$ cat src/rtl/bitrev_reorder_buf.sv
// Purpose : ping-pong reorder buffer turning bit-reversed FFT frames into natural order.
// Latency : first natural-order sample valid the cycle after the last input of a frame.
// Backpr. : in_ready low while the write bank is still full; outputs held while !out_ready.
//
// Ports:
//   clk, rst_n                      clock (rising edge), asynchronous active-low reset
//   in_valid/in_ready/in_data       bit-reversed sample stream in
//   out_valid/out_ready/out_data    natural-order sample stream out
//   out_index                       natural-order index of out_data
//   out_last                        final sample (index N-1) of a frame
//   frame_cnt                       frames delivered, only when FRAME_CNT_EN is defined
//
// Build option: define FRAME_CNT_EN to add the 16-bit wrapping frame_cnt output.
module bitrev_reorder_buf #(
    parameter int N     = 8,
    parameter int LOG2N = 3,
    parameter int DW    = 8
) (
    input  logic             clk,
    input  logic             rst_n,
    input  logic             in_valid,
    output logic             in_ready,
    input  logic [DW-1:0]    in_data,
    output logic             out_valid,
    input  logic             out_ready,
    output logic [DW-1:0]    out_data,
    output logic [LOG2N-1:0] out_index,
    output logic             out_last
`ifdef FRAME_CNT_EN
    ,
    output logic [15:0]      frame_cnt
`endif
);

    localparam logic [LOG2N-1:0] CNT_LAST = LOG2N'(N - 1);

    function automatic logic [LOG2N-1:0] bitrev(input logic [LOG2N-1:0] v);
        logic [LOG2N-1:0] r;
        r = '0;
        for (int i = 0; i < LOG2N; i++) begin
            r[i] = v[LOG2N-1-i];
        end
        return r;
    endfunction

    // Sample storage: not reset, only ever read while its full flag is set.
    logic [DW-1:0]    bank_q [2][N];

    logic [1:0]       full_q,    full_d;
    logic             wr_bank_q, wr_bank_d;
    logic [LOG2N-1:0] wr_cnt_q,  wr_cnt_d;
    logic             rd_bank_q, rd_bank_d;
    logic [LOG2N-1:0] rd_cnt_q,  rd_cnt_d;

    logic             wr_acc;
    logic             rd_acc;

    assign in_ready  = !full_q[wr_bank_q];
    assign out_valid = full_q[rd_bank_q];
    // Gated so the output reads as zero out of reset, before any bank holds data.
    assign out_data  = out_valid ? bank_q[rd_bank_q][rd_cnt_q] : '0;
    assign out_index = rd_cnt_q;
    assign out_last  = out_valid && (rd_cnt_q == CNT_LAST);

    assign wr_acc = in_valid && in_ready;
    assign rd_acc = out_valid && out_ready;

    always_comb begin
        full_d    = full_q;
        wr_bank_d = wr_bank_q;
        wr_cnt_d  = wr_cnt_q;
        rd_bank_d = rd_bank_q;
        rd_cnt_d  = rd_cnt_q;

        if (wr_acc) begin
            wr_cnt_d = wr_cnt_q + LOG2N'(1);
            if (wr_cnt_q == CNT_LAST) begin
                full_d[wr_bank_q] = 1'b1;
                wr_bank_d         = !wr_bank_q;
            end
        end

        // A write needs its bank empty and a read needs its bank full, so a
        // simultaneous set and clear always land on different banks.
        if (rd_acc) begin
            rd_cnt_d = rd_cnt_q + LOG2N'(1);
            if (rd_cnt_q == CNT_LAST) begin
                full_d[rd_bank_q] = 1'b0;
                rd_bank_d         = !rd_bank_q;
            end
        end
    end

    always_ff @(posedge clk or negedge rst_n) begin
        if (!rst_n) begin
            full_q    <= '0;
            wr_bank_q <= 1'b0;
            wr_cnt_q  <= '0;
            rd_bank_q <= 1'b0;
            rd_cnt_q  <= '0;
        end else begin
            full_q    <= full_d;
            wr_bank_q <= wr_bank_d;
            wr_cnt_q  <= wr_cnt_d;
            rd_bank_q <= rd_bank_d;
            rd_cnt_q  <= rd_cnt_d;
        end
    end

    always_ff @(posedge clk) begin
        if (wr_acc) begin
            bank_q[wr_bank_q][bitrev(wr_cnt_q)] <= in_data;
        end
    end

`ifdef FRAME_CNT_EN
    logic [15:0] frame_cnt_q, frame_cnt_d;

    always_comb begin
        frame_cnt_d = frame_cnt_q;
        if (rd_acc && out_last) begin
            frame_cnt_d = frame_cnt_q + 16'd1;
        end
    end

    always_ff @(posedge clk or negedge rst_n) begin
        if (!rst_n) begin
            frame_cnt_q <= '0;
        end else begin
            frame_cnt_q <= frame_cnt_d;
        end
    end

    assign frame_cnt = frame_cnt_q;
`endif

endmodule

$ cat config.mk
export PLATFORM = sky130hd
export DESIGN_NAME = bitrev_reorder_buf
export DESIGN_NICKNAME = d
export VERILOG_FILES = /design/src/rtl/bitrev_reorder_buf.sv
export SDC_FILE = /design/constraint.sdc
export NUM_CORES = 1
export LEC_CHECK = 0
export ABC_CLOCK_PERIOD_IN_PS = 3200
export CAP_MARGIN = 40
export CORE_AREA = 4 4 112 156
export CTS_CLUSTER_DIAMETER = 150
export DETAILED_ROUTE_END_ITERATION = 6
export DIE_AREA = 0 0 116 160
export PLACE_DENSITY_LB_ADDON = 0.2
export SLEW_MARGIN = 10
export SYNTH_ARGS = -nofsm -noshare
export SYNTH_HDL_FRONTEND = slang
export SYNTH_SLANG_ARGS = --single-unit
$ cat constraint.sdc
create_clock -name clk -period 3.2 [get_ports clk]
set_clock_uncertainty 0.2 [all_clocks]
set_input_delay 0.32 -clock clk [delete_from_list [all_inputs] [get_ports clk]]
set_output_delay 0.32 -clock clk [all_outputs]
set_load 0.005 [all_outputs]
# [Word-level counts from Yosys, hierarchy flattened]
# Memory sizes are Yosys's and may differ from the RTL's.
# Index checks and enable logic that the tools add are counted.
[word_totals] register_bits=10 ramBits=128 inputBits=12 output_inout_bits=14 mem_count=1
[mem_list] memory="bank_q" depth=2 width=64 rd=1 rd_clocked_by_memory_dff=0 write_ports=1 line="47" source="logic [DW-1:0] bank_q [2][N];"
[op_classes] addsub=2 n_lt_le_gt_ge=7 eq_ne=2 muxes=20 bitwise=5 n_reduce_logical=11
[op_table] cell="64-bit two-way mux" n=1
[op_table] cell="8-bit two-way mux" n=4
[op_table] cell="8-bit binary-select mux with 3-bit select" n=1
[op_table] cell="8-bit demux with 3-bit select" n=1
[op_table] cell="4-bit >= comparator (second input constant)" n=2
[op_table] cell="2-bit two-way mux" n=4
[op_table] cell="3-bit inverter with 4-bit output" n=2
[op_table] cell="1-bit two-way mux" n=7
[op_table] cell="3-bit by 1-bit adder with 3-bit output (second input constant)" n=2
[op_table] cell="3-bit equality test (second input constant)" n=2
[op_table] cell="1-bit logical AND" n=6
[op_table] cell="1-bit by 2-bit < comparator with 1-bit output (second input constant)" n=2
[op_table] cell="4-bit by 1-bit < comparator with 1-bit output (second input constant)" n=1
[op_table] cell="2-bit AND reduction" n=2
[op_table] cell="1-bit logical NOT" n=3
[op_table] cell="2-bit AND" n=1
[op_table] cell="1-bit demux with 1-bit select" n=2
[op_table] cell="1-bit >= comparator (second input constant)" n=2
[op_table] cell="2-bit inverter" n=1
[op_table] cell="2-bit OR" n=1

# [Depth between registers and ports, before layout]
# Gate-level depths: netlist (run 1).
[depth] word_depth=10 mapped_depth=5

# [Worst setup path after synthesis (run 1)]
# No wires, ideal clock.
[synth_timing] kind="register to output" startpoint="reg rd_cnt_q[0] (netlist: out_index[0])" endpoint="out out_data[0]" arrival_ns=1.366 setup_slack_ns=1.314 path_stages_with_launch=6 path_buffers=2 cell_sequence="dfrtp_1 -> buf_2 -> buf_2 -> mux4_2 -> mux2i_1 -> o22ai_1"
[synth_between] elab_chain_len=5
[synth_lines] element="start: declaration" line="53" source="logic [LOG2N-1:0] rd_cnt_q, rd_cnt_d;"
[synth_lines] element="start signal: assignment" line="106" source="rd_cnt_q <= rd_cnt_d;"
[synth_lines] element="3-bit inverter with 4-bit output (implied by the code)" line="61" source="assign out_data = out_valid ? bank_q[rd_bank_q][rd_cnt_q] : '0;"
[synth_lines] element="8-bit binary-select mux with 3-bit select" line="61"
[synth_lines] element="8-bit two-way mux (implied by the code) (2 in series)" line="61"
[synth_lines] element="8-bit two-way mux" line="61"
[synth_lines] element="end: declaration" line="26" source="output logic [DW-1:0] out_data,"
# Every way passes these cells. The select of a mux whose other input is x is not followed.

# [Final worst setup path (run 1)]
[layout_timing] startpoint="reg rd_bank_q" endpoint="out out_data[0]"
[layout_between] elab_chain_len=5 elab_cells_between_ends=7
[layout_lines] element="start: declaration" line="52" source="logic rd_bank_q, rd_bank_d;"
[layout_lines] element="start signal: assignment" line="105" source="rd_bank_q <= rd_bank_d;"
[layout_lines] element="memory read 2 x 64 bit"
[layout_lines] element="8-bit binary-select mux with 3-bit select" line="61"
[layout_lines] element="8-bit two-way mux (implied by the code) (2 in series)" line="61"
[layout_lines] element="8-bit two-way mux *" line="61"
# Every way passes the cells marked *; elsewhere a longest branch is shown, timed or not. The select of a mux whose other input is x is not followed.

==> flow_summary.yaml, run 1 <==
outcome:
  status: "finished, final reports clean"
synth:
  synth_async_sr_flop_share_pct: 7.25
  synth_nets: 275
  synth-seq-area-share_pct: 74.2
  mappedNetlistArea_um2: 5520
  yosys_warnings: 0
  count_of_state_elements_after_synthesis: 138
  count_of_flip_flops_with_a_built_in_enable_after_synthesis: 128
  synthesis.area_per_instance_um2: 21.6
  ys_dominant_reg_cell: "edfxtp_1"
  synthDistinctLibCells: 26
  synth_instances: 255
layout:
  nNetsFinal: 320
  layout.cells.most_common: "edfxtp_1"
  most_used_cells_in_the_layout_excluding_fill_and_tap_cells: "128 x edfxtp_1, 28 x mux4_2, 25 x clkdlybuf4s50_1"
  area_added_between_synthesis_and_finish_pct: 20.6
  layout-drive-gt1-share_pct: 24.0
  number_of_fill_cells: 1452
  diodes: 0
  final_core_utilization_pct: 41.3
  design_area_um2: 6660
route:
  vias_per_cell: 5.05
  drc: 0
  drt_first_pass_iters: 4
  routed_wl_um: 11100
  drt_iter0_drc: 131
  wl_per_cell_um: 21.8
  antenna_left: 0
  vias: 2584
global_route:
  gr-total-overflow: 0
  groute.usage.overall_pct: 12.8
  first_global_vias: 2835
  grt_pass1_wl_um: 16900
  grt_start_max_net_pins: 28
  antenna_violations_before_repair: 0
clock_tree:
  clock_sink_count: 138
  cts.reportedPaths.clkPinSlew_ns: 0.06
  number_of_buffers_added_by_the_clock_tree_synthesis_step: 17
  worstSkewPairLatency_ns: 0.41
  ctsRootBufferMaster: "clkbuf_16"
  tritoncts_clock_tree: "done"
  clock_tree.htree_level_count: 4
  ctsLongestPathBuffers: 2
  postCtsHoldBufs: 0
sta:
  timing.final.crit_share_pct: 97.2
  finalWorstSetupSlack_ns: 0.0903
  timing.final.crit_period_ns: 3.11
  finalHoldViolations: 0
  final_max_slew_viol_count: 0
  finalSetupTns_ns: 0
  timing.final.setup_violations: 0
  max-slew-margin-rel_pct: 57.1
  max_freq_mhz: 322
  setup_repair_after_global_routing_missed_its_margin: "no"
  worstMarginPinSlew_ns: 0.641
die:
  num_io_pins: 26
  core-area_um2: 16100
  dieHeight_um: 160
  start_util_pct: 34.3
  std_cell_rows: 55
  chipWidth_um: 116
  die_area_um2: 18600
power:
  static-leakage-power_uw: 0.00229
  vdd_ir_drop_max_mv: 0.444
  design_power_total_uw: 6050
  power_density_nw_per_um2: 908
flow_run:
  drv_cap: 0
placement:
  gpl_congestion: 0.746
  placement.cell_area_um2: 6030
  hpwl_um: 7060
  dp_worst_setup_slack_ns: 0.439
  placement.io_buffers: 25
worst_setup_path:
  startpoint_type: "flip-flop"
  critPathMaxFanout: 24
  r2r-end: "bank_q[0][24]"
  end_kind: "output port"
  critical-path-max-stage-delay_ns: 0.53
  regToRegSetupSlack_ns: 1.23
  reg2regPathDepth: 3
  cp_data_arrival_time_ns: 2.59
  critical_path.top_delay_family: "multiplexers"
  criticalPathCategory: "reg -> out"
  critical-path-slowest-cell: "mux4_2"
  worstPathCellList: "buf_12 -> mux4_2 -> mux2i_1 -> o22ai_1 -> clkdlybuf4s50_1"
  required_ns: 2.68
  r2r-start: "wr_bank_q"
  worst-path-buf-inv: 2
min_path:
  class_of_the_tightest_hold_or_removal_check: "in -> async"
-- worst register-to-register path: stages (launching register included) --
cell	delay [ns]
dfrtp_1	0.43
nor3b_1	0.23
buf_4	0.18
and3_1	0.56
-- power by group --
| group | switching, uW | leakage, uW | internal [uW] | total [uW] |
|---|---|---|---|---|
| clock network | 734 | 0.000287 | 1230 | 1960 |
| logic | 836 | 0.000731 | 975 | 1810 |
| registers | 125 | 0.00127 | 2150 | 2280 |
-- cells by family (layout without fill, tap and decap cells) --
kind of cell             Yosys count  after routing  synth area share [%]
AO/OA/AOI/OAI                     13             13                  1.50
AND/OR/NAND/NOR                   27             27                  2.93
XOR/XNOR                           2              2                 0.318
flip-flops                       138            138                  74.2
buffers and inverters             13             71                  1.84
multiplexers                      54             54                  17.4
adder cells (fa/ha/maj)            8              8                  1.81
-- routing by layer --
metal | routed length, um | global-route usage (%) | up-vias
met5 | 0 | 0 | -
met4 | 196 | 4.80 | 0
li1 | - | - | 1158
met3 | 403 | 3.45 | 13
met2 | 5640 | 20.4 | 47
met1 | 4900 | 16.8 | 1366
-- cells in the mapped netlist, types with 2 or more instances --
| master | instances | area, um2 |
|---|---|---|
| mux4_2 | 28 | 631 |
| and2_1 | 5 | 31.3 |
| clkbuf_1 | 2 | 7.51 |
| mux4_1 | 4 | 105 |
| dfrtp_1 | 10 | 250 |
| inv_1 | 3 | 11.3 |
| o22ai_1 | 8 | 50.1 |
| buf_2 | 4 | 20.0 |
| ha_1 | 8 | 100 |
| buf_6 | 2 | 22.5 |
| edfxtp_1 | 128 | 3840 |
| xnor2_1 | 2 | 17.5 |
| mux2i_1 | 18 | 180 |
| buf_12 | 2 | 40.0 |
| nand2_1 | 4 | 15.0 |
| and3_1 | 13 | 81.3 |
| mux2_2 | 4 | 45.0 |
| nand2b_1 | 2 | 12.5 |
-- registers in the layout (all words and copies together) (netlist names) --
| name | flops |
|---|---|
| wr_cnt_q | 3 |
| out_index | 3 |
| bank_q | 128 |
| rd_bank_q | 1 |
| wr_bank_q | 1 |
| full_q | 2 |
-- stage by stage --
stage | instances | hold WS (ns)
6_report | 512 | 0.0489
4_1_cts | 508 | 0.0530
5_1_grt | 512 | 0.0751
3_5_place_dp | 476 | 0.327
2_1_floorplan | 255 | -0.176
3_3_place_gp | 475 | 0.320
-- layout make-up --
cell class | instances | area [um2] | share of cell area [%]
multi-input cells | 104 | 1320 | 19.9
clock buffers | 17 | 425 | 6.39
repair buffers | 36 | 378 | 5.68
inverters | 3 | 11.3 | 0.169
well taps | 199 | 249 | 3.74
clock inverters | 15 | 175 | 2.63
flip-flops and latches | 138 | 4100 | 61.5
-- what timing repair did --
| item | 4_1_cts | 5_1_grt |
|---|---|---|
| endpoints found under the setup margin | 0 | 5 |
| gates resized for setup | 0 | 0 |
| setup buffers | 0 | 4 |
-- worst max path at each step --
stage                       startpoint           to  cells after the start
after CTS                    rd_bank_q  out_data[0]                      5
after global placement    out_index[1]  out_data[0]                      4
after floorplan           out_index[0]  out_data[0]                      5
after global routing         rd_bank_q  out_data[0]                      5
final                        rd_bank_q  out_data[0]                      5
after detailed placement     rd_bank_q  out_data[0]                      5
No activity file was read; power rests on OpenSTA's default activity.
==> run 2: changes to the inputs <==
Settings changed: CORE_AREA 4 4 112 156 to 4 4 87 121, DIE_AREA 0 0 116 160 to 0 0 91 125.
==> run 2 against run 1 <==
Compared with the run above: global-route usage is 7.3 points higher; flip-flop and latch count unchanged; count of clock-buffer cells in the layout grew 3; register-to-register slack got worse by 0.22 ns; worst setup slack barely moved; first-iteration DRC count up 73%; routed wire length down 6.3%; clock power increased by 5%; combinational power decreased by 4%; power rose by 1.3%.
==> flow_summary.yaml, run 2 (same netlist as run 1, synthesis figures left out) <==
clock_tree:
  cts.reportedPaths.clkPinSlew_ns: 0.06
  ctsRootBufferMaster: "clkbuf_16"
  clock_tree.htree_level_count: 4
  postCtsHoldBufs: 0
  ctsLongestPathBuffers: 2
  clock_sink_count: 138
  worstSkewPairLatency_ns: 0.42
  number_of_buffers_added_by_the_clock_tree_synthesis_step: 17
  tritoncts_clock_tree: "done"
sta:
  finalSetupTns_ns: 0
  finalHoldWorstSlack_ns: 0.0338
  finalHoldViolations: 0
  final_max_slew_viol_count: 0
  timing.final.crit_period_ns: 3.11
  timing.final.setup_violations: 0
  setup_repair_after_global_routing_missed_its_margin: "no"
  timing.final.crit_share_pct: 97.2
  max_freq_mhz: 322
  worstMarginPinSlew_ns: 0.708
  max-slew-margin-rel_pct: 52.8
power:
  power_density_nw_per_um2: 930
  vdd_ir_drop_max_mv: 0.767
  static-leakage-power_uw: 0.00231
die:
  core-area_um2: 9460
  num_io_pins: 26
  die_area_um2: 11400
  dieHeight_um: 125
  chipWidth_um: 91
  start_util_pct: 58.3
  std_cell_rows: 42
layout:
  area_added_between_synthesis_and_finish_pct: 19.3
  final_core_utilization_pct: 69.6
  number_of_fill_cells: 588
  diodes: 0
  nNetsFinal: 324
  layout.cells.most_common: "edfxtp_1"
  multiInputGateArea_um2: 1320
  layout-drive-gt1-share_pct: 25.2
  largest_register_ff_count: 128
  most_used_cells_in_the_layout_excluding_fill_and_tap_cells: "128 x edfxtp_1, 28 x mux4_2, 25 x clkdlybuf4s50_1"
  regMostFlops: "bank_q"
  seq_area_um2: 4100
global_route:
  grt_pass1_wl_um: 16500
  groute.usage.overall_pct: 20.1
  grt_start_max_net_pins: 29
  first_global_vias: 2864
  gr-total-overflow: 0
  antenna_violations_before_repair: 0
route:
  vias_per_cell: 6.16
  drt_first_pass_iters: 4
  routed_wl_um: 10400
  drt_iter0_drc: 226
  drc: 0
  vias: 2629
  wl_per_cell_um: 24.4
  antenna_left: 0
placement:
  hpwl_um: 6460
  placement.io_buffers: 25
  gpl_congestion: 0.834
worst_setup_path:
  worstPathCellList: "buf_4 -> mux2_2 -> nand2b_1 -> o22ai_1 -> clkdlybuf4s50_1"
  startpoint_type: "flip-flop"
  critical-path-max-stage-delay_ns: 0.59
  end_kind: "output port"
  r2r-start: "wr_bank_q"
  worst-path-buf-inv: 2
  cp_data_arrival_time_ns: 2.59
  critical_path.top_delay_family: "buffers and inverters"
  critPathMaxFanout: 17
  reg2regPathDepth: 2
  crit_path_cell_count: 5
  r2r-end: "bank_q[0][58]"
  critical-path-slowest-cell: "dfrtp_4"
  regToRegSetupSlack_ns: 1.01
  required_ns: 2.68
  criticalPathCategory: "reg -> out"
outcome:
  status: "finished, final reports clean"
flow_run:
  drv_cap: 0
min_path:
  class_of_the_tightest_hold_or_removal_check: "in -> async"
-- run 2: cell types whose count changed in the layout (fill, tap and decap cells not counted), sizes merged --
| cell | delta |
|---|---|
| inv | -2 |
| clkinvlp | +1 |
| bufinv | +1 |
| buf | +4 |
| clkbuf | +3 |
| clkinv | -3 |
-- run 2: per-stage QoR --
stage	instance area, um2	total power (uW)	cells	setup slack (ns)
global placement	5880	3990	387	0.389
finish	6590	6130	427	0.0902
floorplan	5520	3430	255	1.31
global route	6590	6400	427	0.00186
detailed placement	5880	4030	387	0.372
CTS	6520	6090	419	0.0224
-- run 2: worst max path at each step --
| stage | start | to | slack [ns] |
|---|---|---|---|
| floorplan | out_index[0] | out_data[0] | 1.31 |
| global placement | rd_bank_q | out_data[7] | 0.39 |
| detailed placement | rd_bank_q | out_data[7] | 0.37 |
| CTS | rd_bank_q | out_data[5] | 0.02 |
| global route | rd_bank_q | out_data[3] | 0.002 |
| finish | rd_bank_q | out_data[3] | 0.09 |
-- run 2: layout make-up --
cell class	count	share of cell area, %
sequential	138	62.2
multi-input combinational	104	20.1
clock buffer	20	7.09
timing repair buffer	40	5.76
clock inverter	12	2.58
tap	110	2.09
inverter	3	0.171
-- run 2: routing by layer --
| metal | part of all wire, % | wire length [um] | global-route usage, % |
|---|---|---|---|
| met5 | 0 | 0 | 0 |
| met2 | 54 | 5660 | 34.2 |
| met1 | 39 | 4070 | 24.7 |
| met3 | 4.9 | 516 | 5.53 |
| met4 | 1.8 | 183 | 7.28 |
-- run 2: report_power, final --
| part | leakage [uW] | switching (uW) | total [uW] | internal [uW] |
|---|---|---|---|---|
| combinational | 0.000738 | 755 | 1730 | 977 |
| sequential | 0.00127 | 175 | 2330 | 2150 |
| clock | 0.000304 | 704 | 2060 | 1360 |
| total | 0.00231 | 1640 | 6130 | 4490 |
-- run 2: worst register-to-register path, cell delays in order (launching register included) --
cell and delay, ns:
dfrtp_1 0.42, nor3b_1 0.61, and3_1 0.59
-- run 2: timing repair --
item                       4_1_cts  5_1_grt
setup endpoints to repair        7        7
hold endpoints to repair         0        0
setup buffers                    0        8
gates resized for setup          1        1
==> run 3: changes to the inputs <==
Settings changed: CAP_MARGIN 40 to default.
==> results of run 3 <==
Final layout, timing and power as in run 2 (identical DEF).
